<file path="config.mk">
export PLATFORM = sky130hd
export DESIGN_NAME = store_wbuf
export DESIGN_NICKNAME = d
export VERILOG_FILES = /design/src/rtl/store_wbuf_pkg.sv /design/src/rtl/wbuf_fifo.sv /design/src/rtl/store_wbuf.sv
export SDC_FILE = /design/constraint.sdc
export NUM_CORES = 1
export LEC_CHECK = 0
export ABC_CLOCK_PERIOD_IN_PS = 7800
export BUFFER_PORTS_ARGS = -buffer_cell sky130_fd_sc_hd__buf_2
export CELL_PAD_IN_SITES_DETAIL_PLACEMENT = 2
export CELL_PAD_IN_SITES_GLOBAL_PLACEMENT = 2
export CORE_ASPECT_RATIO = 0.6
export CORE_UTILIZATION = 44
export DETAILED_ROUTE_END_ITERATION = 16
export MAX_ROUTING_LAYER = met4
export PLACE_DENSITY_LB_ADDON = 0.1
export SETUP_SLACK_MARGIN = 0.1
export SYNTH_ARGS = -nofsm -noshare
export SYNTH_HDL_FRONTEND = slang
export SYNTH_HIERARCHICAL = 1
export SYNTH_SLANG_ARGS = --single-unit
</file>
<file path="constraint.sdc">
create_clock -name clk -period 7.8 [get_ports clk]
set_clock_uncertainty 0.05 [all_clocks]
set_input_delay 1.56 -clock clk [delete_from_list [all_inputs] [get_ports clk]]
set_output_delay 1.56 -clock clk [all_outputs]
set_load 0.01 [all_outputs]
</file>
<file path="src/rtl/store_wbuf_pkg.sv">
// Shared types and lane-formatting helpers for the store write buffer.
// Optional feature macro used by this slice: STORE_WBUF_FWD_EN.
package store_wbuf_pkg;

    // Entries always carry a 64-bit address field; narrower AW is zero-extended.
    localparam int unsigned ENTRY_AW = 64;

    typedef enum logic [1:0] {
        SZ_B = 2'd0,
        SZ_H = 2'd1,
        SZ_W = 2'd2,
        SZ_D = 2'd3
    } st_size_e;

    typedef struct packed {
        logic [ENTRY_AW-1:0] waddr;
        logic [63:0]         wdata;
        logic [7:0]          wmask;
    } wbuf_entry_t;

    function automatic logic [7:0] size_to_mask(input logic [1:0] size, input logic [2:0] off);
        logic [7:0] base;
        case (size)
            SZ_B:    base = 8'h01;
            SZ_H:    base = 8'h03;
            SZ_W:    base = 8'h0F;
            default: base = 8'hFF;
        endcase
        return base << off;
    endfunction

    function automatic logic is_aligned(input logic [1:0] size, input logic [2:0] off);
        logic ok;
        case (size)
            SZ_B:    ok = 1'b1;
            SZ_H:    ok = (off[0] == 1'b0);
            SZ_W:    ok = (off[1:0] == 2'b00);
            default: ok = (off == 3'b000);
        endcase
        return ok;
    endfunction

endpackage

</file>
<file path="src/rtl/wbuf_fifo.sv">
// Generic DEPTH-deep FIFO with wrap-bit pointers and a combinational head read.
// With STORE_WBUF_FWD_EN it also exposes every slot and its occupancy.
module wbuf_fifo #(
    parameter int DEPTH = 4,
    parameter int WIDTH = 8
) (
    input  logic                     clk,
    input  logic                     reset,
    input  logic                     push,
    input  logic [WIDTH-1:0]         wdata,
    input  logic                     pop,
    output logic [WIDTH-1:0]         rdata,
    output logic                     full,
    output logic                     empty,
    output logic [$clog2(DEPTH):0]   count
`ifdef STORE_WBUF_FWD_EN
    ,
    output logic [DEPTH-1:0]             slot_valid,
    output logic [DEPTH-1:0][WIDTH-1:0]  slot_data
`endif
);
    localparam int PW = $clog2(DEPTH);

    logic [WIDTH-1:0] mem_q [DEPTH];
    logic [PW:0]      wr_ptr_q, wr_ptr_d;
    logic [PW:0]      rd_ptr_q, rd_ptr_d;
    logic             push_ok, pop_ok;

    always_comb begin
        full     = (wr_ptr_q[PW-1:0] == rd_ptr_q[PW-1:0]) && (wr_ptr_q[PW] != rd_ptr_q[PW]);
        empty    = (wr_ptr_q == rd_ptr_q);
        count    = wr_ptr_q - rd_ptr_q;
        push_ok  = push && !full;
        pop_ok   = pop && !empty;
        wr_ptr_d = wr_ptr_q;
        rd_ptr_d = rd_ptr_q;
        if (push_ok) wr_ptr_d = wr_ptr_q + {{PW{1'b0}}, 1'b1};
        if (pop_ok)  rd_ptr_d = rd_ptr_q + {{PW{1'b0}}, 1'b1};
    end

    always_ff @(posedge clk or negedge reset) begin
        if (!reset) begin
            wr_ptr_q <= '0;
            rd_ptr_q <= '0;
        end else begin
            wr_ptr_q <= wr_ptr_d;
            rd_ptr_q <= rd_ptr_d;
        end
    end

    // Payload storage is deliberately left unreset; pointers alone define validity.
    always_ff @(posedge clk) begin
        if (push_ok) mem_q[wr_ptr_q[PW-1:0]] <= wdata;
    end

    assign rdata = mem_q[rd_ptr_q[PW-1:0]];

`ifdef STORE_WBUF_FWD_EN
    generate
        for (genvar gi = 0; gi < DEPTH; gi++) begin : g_slot
            logic [PW-1:0] dist;
            // A slot is live when its distance from the head is below the occupancy.
            assign dist           = PW'(gi) - rd_ptr_q[PW-1:0];
            assign slot_valid[gi] = ({1'b0, dist} < count);
            assign slot_data[gi]  = mem_q[gi];
        end
    endgenerate
`endif

endmodule

</file>
<file path="src/rtl/store_wbuf.sv">
// Store write buffer: formats CPU stores into aligned 64-bit beats and queues them to memory.
// STORE_WBUF_FWD_EN adds ld_addr/ld_conflict for load-vs-buffered-store hazard detection.
module store_wbuf
    import store_wbuf_pkg::*;
#(
    parameter int DEPTH = 4,
    parameter int AW    = 64
) (
    input  logic                   clk,
    input  logic                   reset,
    input  logic                   st_valid,
    output logic                   st_ready,
    input  logic [AW-1:0]          st_addr,
    input  logic [63:0]            st_data,
    input  logic [1:0]             st_size,
    output logic                   st_misalign,
    output logic                   mem_wvalid,
    input  logic                   mem_wready,
    output logic [AW-1:0]          mem_waddr,
    output logic [63:0]            mem_wdata,
    output logic [7:0]             mem_wmask,
    output logic [$clog2(DEPTH):0] count,
    output logic                   empty
`ifdef STORE_WBUF_FWD_EN
    ,
    input  logic [AW-1:0]          ld_addr,
    output logic                   ld_conflict
`endif
);
    localparam int EW = $bits(wbuf_entry_t);

    logic [2:0]  off;
    logic [7:0]  base_mask;
    logic [63:0] lane_keep;
    logic        aligned, accept, push, pop, full;
    logic        misalign_q, misalign_d;
    wbuf_entry_t new_entry, head_entry;

    generate
        for (genvar gi = 0; gi < 8; gi++) begin : g_keep
            assign lane_keep[gi*8 +: 8] = {8{base_mask[gi]}};
        end
    endgenerate

    always_comb begin
        off               = st_addr[2:0];
        base_mask         = size_to_mask(st_size, 3'd0);
        aligned           = is_aligned(st_size, off);
        accept            = st_valid && st_ready;
        push              = accept && aligned;
        // A misaligned store is consumed and dropped; only the flag records it.
        misalign_d        = accept && !aligned;
        new_entry.waddr   = ENTRY_AW'({st_addr[AW-1:3], 3'b000});
        new_entry.wdata   = (st_data & lane_keep) << {off, 3'b000};
        new_entry.wmask   = size_to_mask(st_size, off);
    end

    always_ff @(posedge clk or negedge reset) begin
        if (!reset) misalign_q <= 1'b0;
        else        misalign_q <= misalign_d;
    end

`ifdef STORE_WBUF_FWD_EN
    logic [DEPTH-1:0]          slot_valid;
    logic [DEPTH-1:0][EW-1:0]  slot_data;
    logic [DEPTH-1:0]          slot_hit;
    logic [ENTRY_AW-1:0]       ld_line;
`endif

    wbuf_fifo #(
        .DEPTH (DEPTH),
        .WIDTH (EW)
    ) u_fifo (
        .clk        (clk),
        .reset      (reset),
        .push       (push),
        .wdata      (new_entry),
        .pop        (pop),
        .rdata      (head_entry),
        .full       (full),
        .empty      (empty),
        .count      (count)
`ifdef STORE_WBUF_FWD_EN
        ,
        .slot_valid (slot_valid),
        .slot_data  (slot_data)
`endif
    );

    assign st_ready    = !full;
    assign st_misalign = misalign_q;
    assign mem_wvalid  = !empty;
    assign pop         = mem_wvalid && mem_wready;
    assign mem_waddr   = head_entry.waddr[AW-1:0];
    assign mem_wdata   = head_entry.wdata;
    assign mem_wmask   = head_entry.wmask;

`ifdef STORE_WBUF_FWD_EN
    assign ld_line = ENTRY_AW'({ld_addr[AW-1:3], 3'b000});
    generate
        for (genvar gi = 0; gi < DEPTH; gi++) begin : g_fwd
            // waddr is the most significant field of the packed entry.
            assign slot_hit[gi] = slot_valid[gi] && (slot_data[gi][EW-1 -: ENTRY_AW] == ld_line);
        end
    endgenerate
    assign ld_conflict = |slot_hit;
`endif

endmodule

</file>
Word-level counts from Yosys, hierarchy flattened --
Memories as Yosys holds them, arrays and structs flattened. Cells that the tools add are included.
Storage, ports and cells: bits in registers 7, bits in writable memories 532, input bits 134, output and inout bits 143, logic and storage cells 33, memories kept 1
Memory list:
- u_fifo.mem_q | words 4, bits a word 133, rd ports 1, clocked after Yosys merged registers in 0, wr ports 1, line wbuf_fifo.sv:24 | logic [WIDTH-1:0] mem_q [DEPTH];
Operators by class: $add $sub $neg 3, equality and inequality tests 5, shift-type cells 2, multiplexer cells 4, bitwise logic cells 2, reductions and logical operators 13
Operator list (number):
- 64-bit AND | 1
- 64-bit by 6-bit left shift with 64-bit output | 1
- 8-bit one-hot mux with 3 select lines | 1
- 8-bit by 3-bit left shift with 8-bit output | 1
- 1-bit logical AND | 7
- 3-bit by 1-bit adder with 3-bit output, second input constant | 2
- 2-bit logical NOT | 2
- 3-bit == test | 1
- 1-bit logical NOT | 3
- 3-bit logical NOT | 1
- 1-bit one-hot mux with 3 select lines | 1
- 3-bit subtractor | 1
- 2-bit by 1-bit == test with 1-bit output, second input constant | 1
- 2-bit == test | 1
- 2-bit == test, second input constant | 1
- 1-bit 2-to-1 mux | 2
- 1-bit inequality test | 1
- 1-bit NOT | 1

Depth between registers and ports, before layout --
Gate-level depths: netlist of run 1.
depth after elaboration 8, mapped depth 12, gate-level depth less buffers 10

Modules after synthesis --
Netlist of run 1, hierarchy kept.
Modules (own cells, without submodules):
- wbuf_fifo | instances 1, cells each 755, area an instance 20101.8 µm², sequential area each 16485.8 µm²
- store_wbuf | instances 1, cells each 319, area an instance 2098.3 µm², sequential area each 25.0 µm²

Worst setup path before layout of run 1 --
No wires, ideal clock.
path kind input -> register, start in st_addr[0], end mem u_fifo/mem_q[0][0] in the netlist's numbering, enable pin, library setup time 512 ps, data arrival time 5640 ps, required time 7238 ps, path slack 1597 ps, cell stages on the path 6, buffers on the path 3, cell sequence buf_6 -> buf_6 -> buf_6 -> o21ai_0 -> and3b_1 -> and3_1
Between the ends: cells in the longest elaborated chain, start to end 6, elaborated cells on any way between the ends 8, classes of those cells 3 x mux; 1 x bitwise; 4 x reduce/logical
RTL lines:
- start: declaration | line store_wbuf.sv:13 | input logic [AW-1:0] st_addr,
- 3-bit logical NOT (tied with other cells) | line store_wbuf_pkg.sv:38 | default: ok = (off == 3'b000);
- 1-bit one-hot mux with 3 select lines * | line store_wbuf_pkg.sv:34 | case (size)
- 1-bit logical AND * | line store_wbuf.sv:50 | push = accept && aligned;
- named net push | line store_wbuf.sv:35 | logic aligned, accept, push, pop, full;
- 1-bit logical AND * | line wbuf_fifo.sv:33 | push_ok = push && !full;
- 1-bit 2-to-1 mux * | line wbuf_fifo.sv:53 | if (push_ok) mem_q[wr_ptr_q[PW-1:0]] <= wdata;
- 1-bit 2-to-1 mux (not written as such) * | line wbuf_fifo.sv:53
- end: declaration | line wbuf_fifo.sv:24
The timed path passes the listed nets; every way through them passes the cells marked *.

Worst setup path after layout of run 1 --
start reg u_fifo.rd_ptr_q[1], end out mem_waddr[43]
Between the ends: cells in the longest elaborated chain, start to end 1
RTL lines:
- start: declaration | line wbuf_fifo.sv:26 | logic [PW:0] rd_ptr_q, rd_ptr_d;
- start signal: assignment | line wbuf_fifo.sv:47 | rd_ptr_q <= rd_ptr_d;
- memory 4 x 133 bit
- end: declaration | line store_wbuf.sv:19 | output logic [AW-1:0] mem_waddr,
Every way passes these cells.

==> flow_summary_export.csv, run 1 <==
group,metric,value,unit
die,die_w,292,microns
sta,setup_viol,0,
sta,period_needed,4.41,ns
worst_setup_path,r2r-end,"u_fifo/mem_q[3][97]",
clocking,cts-buffers-inserted,51,
worst_setup_path,rrSetupSlack,3.87,ns
synth,netlist_instances,1074,
cells_and_area,final_common_cell,"edfxtp_1",
cells_and_area,most-common-layout-cells,"edfxtp_1 (544), buf_2 (275), mux4_2 (136), nor2_1 (57), clkbuf_16 (53)",
sta,rsz0062_at_grt,"no",
clocking,cts_tree,"done",
worst_setup_path,crit_required,6.19,ns
sta,setup_tns,0,ns
route,drcViolationCount,0,
synth,syn_area_per_cell,20.7,sq um
die,die_h,176,microns
global_route,grt_pass1_vias,12874,
die,initial_core_util,0.448,
clocking,ctsHtreeMaxLevel,2,
clocking,cts_max_path_buffers,3,
sta,maxSlewHeadroom,0.270,
die,core_area,49600,sq um
worst_setup_path,critPathMaxStageDelay,0.78,ns
placed_design,port-buffer-count,276,
synth,synth_edf_count,544,
worst_setup_path,cp.arrival,2.80,ns
synth,synth_area,22200,sq um
synth,async_reset_ff_frac,0.0127,
worst_setup_path,cp-startpoint,"u_fifo/rd_ptr_q[1]",
route,drtIter0Drc,975,
power_and_ir_drop,leakagePower,8.77,nW
route,final_antenna_net_count,0,
sta,period_share,0.565,
cells_and_area,stdcell_area,25700,sq um
route,viasPerCell,5.78,
global_route,antenna_found_initial,1,
die,dieArea,51400,sq um
route,drtPass1Iterations,4,
worst_setup_path,critical_path_class,"reg -> out",
sta,hold_viol,0,
placed_design,hpwl,41.3,mm
worst_setup_path,cp_num_buf_inv,2,
worst_setup_path,path_delay_family,"buffers and inverters",
sta,max_freq,227,MHz
die,rows,63,
worst_setup_path,critPathLaunchType,"flip-flop",
global_route,grt_usage,0.252,
clocking,cts_resized,0,
synth,yosys_warnings,6,
min_path,hold_path.class,"reg -> reg",
clocking,clk_pin_slew_worst_paths,0.06,ns
synth,yosysSeqAreaShare,0.744,
sta,tightest_slew,1.09,ns
cells_and_area,drive_gt1_frac,0.368,
route,wl,62.0,mm
run,max-cap-violations,0,
clocking,cts-root-buf,"clkbuf_16",
placed_design,place_area,24100,sq um
clocking,ctsHoldBuffers,0,
clocking,clock_latency,0.59,ns
power_and_ir_drop,finalPower,8.78,mW
clocking,postCtsSetupBuffers,0,
run_status,status,"complete, no violations",
worst_setup_path,path_cells,"buf_4 -> mux4_2 -> buf_2",
worst_setup_path,cp-end-kind,"primary output",
power_and_ir_drop,pwr_density_cell,342,nW/um^2
global_route,overflow,0,
cells_and_area,num-nets-final,1502,
global_route,grt_first_pass_wirelength,90.7,mm
route,route.vias.total,11835,
synth,yosysUniqueCellTypes,50,
sta,maxSlewViolCount,0,
min_path,min_to,"u_fifo/rd_ptr_q[2]",
synth,ys_ff_latch,551,
min_path,whs_path_depth,2,
cells_and_area,area_growth,15.6,%
synth,synthFlopType,"edfxtp_1",
die,ioPinCount,277,
cells_and_area,fill_cells,4318,
worst_setup_path,reg2reg_from,"u_fifo/rd_ptr_q[1]",
route,wl_per_cell,30.3,microns
worst_setup_path,critical_path_peak_fanout,64,
worst_setup_path,reg2reg_depth,9,
power_and_ir_drop,vdd_drop_max,0.336,mV
placed_design,gp_congestion,0.855,
min_path,worstHoldStart,"u_fifo/rd_ptr_q[2]",
global_route,grt_max_degree,137,
clocking,clkSinkCount,551,
worst_setup_path,cp_slowest_cell,"buf_4",
worst reg2reg max path, stage by stage, from the launching register on:
cell	delay, ns
dfrtp_4	0.65
inv_1	0.15
ha_1	0.34
nand3_1	0.19
inv_1	0.06
inv_1	0.06
nand2_1	0.07
and3b_1	0.32
and3_4	0.88
buf_4	0.71
Yosys cell counts, types with 2 or more instances:
cell type | count | share of area
o221ai_1 | 8 | 0.0032
mux2i_1 | 41 | 0.018
and2_1 | 19 | 0.0054
ha_1 | 7 | 0.0039
nand3_1 | 2 | 0.00045
clkbuf_1 | 8 | 0.0014
o22ai_1 | 8 | 0.0023
and3_1 | 4 | 0.0011
nand2b_1 | 9 | 0.0025
dfrtp_1 | 7 | 0.0079
mux2_4 | 2 | 0.0014
a31oi_1 | 7 | 0.0020
a22oi_1 | 9 | 0.0030
a211oi_1 | 10 | 0.0034
nor2_1 | 57 | 0.0096
buf_2 | 30 | 0.0068
mux4_2 | 136 | 0.14
a221oi_1 | 8 | 0.0032
nor3_1 | 3 | 0.00068
nand2_1 | 24 | 0.0041
a21oi_1 | 27 | 0.0061
xnor2_1 | 3 | 0.0012
o21ai_0 | 21 | 0.0047
a221oi_2 | 8 | 0.0054
buf_6 | 24 | 0.012
nand3b_1 | 2 | 0.00068
inv_1 | 11 | 0.0019
nor2b_1 | 4 | 0.0011
edfxtp_1 | 544 | 0.74
a22o_1 | 9 | 0.0036
buf_4 | 2 | 0.00068
or2_2 | 2 | 0.00056
layout make-up:
class,count,area (sq um),area share
clock buffer,64,1370,0.0533
inverter,11,41.3,0.00161
sequential,551,16500,0.644
multi-input combinational,457,5240,0.204
tap,650,813,0.0317
clock inverter,24,158,0.00614
timing repair buffer,288,1520,0.0594
antenna,2,5.00,0.000195
state kept, by name, indices dropped and copies added, names as in the netlist:
register and flops:
u_fifo/mem_q 544, u_fifo/rd_ptr_q 3, u_fifo/wr_ptr_q 3, st_misalign 1
where the power goes:
| group | total [mW] | switching [mW] | internal, mW |
|---|---|---|---|
| Sequential | 3.79 | 0.132 | 3.65 |
| Clock | 2.34 | 1.07 | 1.27 |
| Combinational | 2.65 | 1.50 | 1.15 |
| Total | 8.78 | 2.71 | 6.07 |
logic make-up (layout without fill, tap and decap cells):
logic type      after synthesis  count (layout)  synth area share
simple gates                130             130            0.0281
flops                       551             551             0.744
fa+ha+maj                     8               8           0.00485
xor+xnor                      4               4           0.00192
buf+inv                      77             387            0.0232
other cells                   1              14          0.000169
mux                         180             180             0.158
compound gates              123             123            0.0397
how the worst max path moves through the flow:
stage | to | depth (start not counted)
6_report | mem_waddr[43] | 3
5_1_grt | mem_wdata[41] | 3
4_1_cts | mem_wmask[1] | 3
3_5_place_dp | u_fifo/mem_q[3][20] | 6
3_3_place_gp | u_fifo/mem_q[3][20] | 6
2_1_floorplan | u_fifo/mem_q[0][0] | 6
layer usage:
metal / GRT usage / wire length (microns) / share of wire / up-vias
li1: - / - / - / 5016
met1: 0.329 / 26000 / 0.42 / 6362
met2: 0.410 / 31100 / 0.50 / 362
met3: 0.0488 / 3480 / 0.056 / 95
met4: 0.0627 / 1450 / 0.023 / 0
met5: - / 0 / 0 / -
per-stage QoR:
stage | util | hold slack [ns] | setup WS [ns] | instances
final | 0.518 | 0.529 | 3.39 | 2047
after global routing | 0.518 | 0.581 | 3.27 | 2046
after CTS | 0.517 | 0.534 | 3.36 | 2045
after detailed placement | 0.487 | 0.520 | 3.07 | 1957
after global placement | 0.487 | 0.498 | 3.14 | 1957
after floorplan | - | 0.447 | 1.60 | 1085
Power figures use the tool's default switching activity.
==> run 2: changes to the inputs <==
Settings changed: ABC_CLOCK_PERIOD_IN_PS 7800 to 4300.
Clock period 7.8 ns to 4.3 ns, I/O delays scaled along.
==> run 2 against run 1 <==
- critical path type unchanged
- clock power grew 87%
- critical path depth stayed put
- core utilization increased by 0.46 points
- largest cell class unchanged
- power rose by 84%
- first-iteration DRC count decreased by 12%
- worst setup slack worse by 2.8 ns
- via count grew 1.1%
- global-route usage grew 0.38 points
==> flow_summary_export.csv, run 2 (synthesis results as in run 1) <==
group,metric,value,unit
placed_design,hpwl,41.6,mm
cells_and_area,most-common-layout-cells,"edfxtp_1 (544), buf_2 (275), mux4_2 (136), nor2_1 (57), clkbuf_16 (53)",
cells_and_area,num-nets-final,1514,
sta,max_freq,271,MHz
route,drtIter0Drc,856,
route,dr_wl_met3,4.11,mm
global_route,overflow,0,
placed_design,dp_slack,0.965,ns
sta,setup_slack,0.615,ns
route,viasPerCell,5.80,
cells_and_area,largest_register_ffs,544,
sta,period_needed,3.69,ns
route,wl_met1,25.6,mm
clocking,ctsHoldBuffers,0,
cells_and_area,area_growth,16.6,%
clocking,cts-buffers-inserted,51,
global_route,antenna_found_initial,4,
route,wl_per_cell,30.5,microns
worst_setup_path,critical_path_class,"reg -> out",
route,highest_layer,"met4",
global_route,grt_max_degree,139,
global_route,grt_pass1_vias,13167,
clocking,clock_latency,0.58,ns
clocking,cts_max_path_buffers,3,
die,die_h,176,microns
cells_and_area,final_common_cell,"edfxtp_1",
clocking,ctsHtreeMaxLevel,2,
clocking,clkSinkCount,551,
route,wl_met2,31.7,mm
worst_setup_path,crit_required,3.39,ns
sta,period_share,0.857,
die,rows,63,
clocking,cts-root-buf,"clkbuf_16",
route,route.vias.total,11963,
clocking,cts_tree,"done",
worst_setup_path,critical_path_peak_fanout,71,
worst_setup_path,critPathLaunchType,"flip-flop",
min_path,hold_path.class,"in -> async",
power_and_ir_drop,vdd_drop_max,0.496,mV
die,die_w,292,microns
cells_and_area,drive_gt1_frac,0.376,
sta,rsz0062_at_grt,"no",
sta,maxSlewHeadroom,0.290,
die,core_area,49600,sq um
cells_and_area,fill_cells,4364,
route,drtPass1Iterations,5,
die,ioPinCount,277,
sta,maxSlewViolCount,0,
placed_design,gp_congestion,0.831,
global_route,grt_usage,0.256,
sta,whs,0.0655,ns
sta,setup_tns,0,ns
route,drcViolationCount,0,
run,max-cap-violations,0,
sta,hold_viol,0,
cells_and_area,final_util,0.522,
power_and_ir_drop,pwr_density_cell,623,nW/um^2
clocking,postCtsSetupBuffers,0,
clocking,clk_pin_slew_worst_paths,0.07,ns
route,final_antenna_net_count,0,
run_status,status,"complete, no violations",
power_and_ir_drop,finalPower,16.1,mW
die,dieArea,51400,sq um
worst_setup_path,cp-end-kind,"primary output",
sta,setup_viol,0,
clocking,cts_resized,0,
worst_setup_path,cp.arrival,2.78,ns
global_route,grt_first_pass_wirelength,92.0,mm
die,initial_core_util,0.448,
route,wl,63.0,mm
placed_design,port-buffer-count,276,
power_and_ir_drop,leakagePower,8.88,nW
sta,tightest_slew,1.06,ns
[run 2: cell count changes in the layout (fill, tap and decap cells not counted), sizes merged]
cell	previous run	this run
clkinv	18	22
inv	14	11
clkinvlp	2	1
bufinv	1	3
diode	2	5
buf	288	300
clkbuf	64	63
[run 2: per-stage QoR]
stage	instance area (sq um)	instances
3_5_place_dp	24300	1969
4_1_cts	25900	2058
3_3_place_gp	24300	1969
5_1_grt	25900	2061
6_report	25900	2063
2_1_floorplan	22200	1085
[run 2: power by group]
group	total, mW	internal (mW)	leakage [nW]	switching (mW)
Clock	4.38	2.42	0.768	1.96
Sequential	6.85	6.61	5.06	0.235
Combinational	4.89	2.13	3.05	2.76
[run 2: critical path: stages (launching register included)]
cell and delay (ns):
dfrtp_4 0.66, buf_12 0.47, mux4_2 0.72, buf_2 0.19
[run 2: layout make-up]
cell class	instances	area [sq um]	share of cell area
flip-flops and latches	551	16500	0.638
multi-input cells	457	5240	0.202
repair buffers	300	1710	0.0662
clock buffers	63	1360	0.0527
well taps	650	813	0.0314
clock inverters	26	194	0.00749
inverters	11	41.3	0.00159
diodes	5	12.5	0.000483
[run 2: final timing paths]
| check | startpoint | end | slack, ns | cells past startpoint |
|---|---|---|---|---|
| min in group clk | st_addr[6] | u_fifo/mem_q[3][78] | 0.45 | 1 |
| max in group asynchronous | reset | u_fifo/rd_ptr_q[1] | 3.93 | 1 |
| min | reset | u_fifo/wr_ptr_q[2] | 0.07 | 1 |
| min reg2reg | u_fifo/wr_ptr_q[0] | u_fifo/wr_ptr_q[0] | 0.50 | 1 |
| max | u_fifo/rd_ptr_q[0] | mem_wdata[43] | 0.61 | 3 |
| max reg2reg | u_fifo/rd_ptr_q[0] | u_fifo/mem_q[3][91] | 1.08 | 8 |
[run 2: layer usage]
layer	vias up	global-route usage
li1	5052	-
met3	97	0.0505
met4	0	0.0647
met5	-	-
met2	417	0.421
met1	6397	0.329
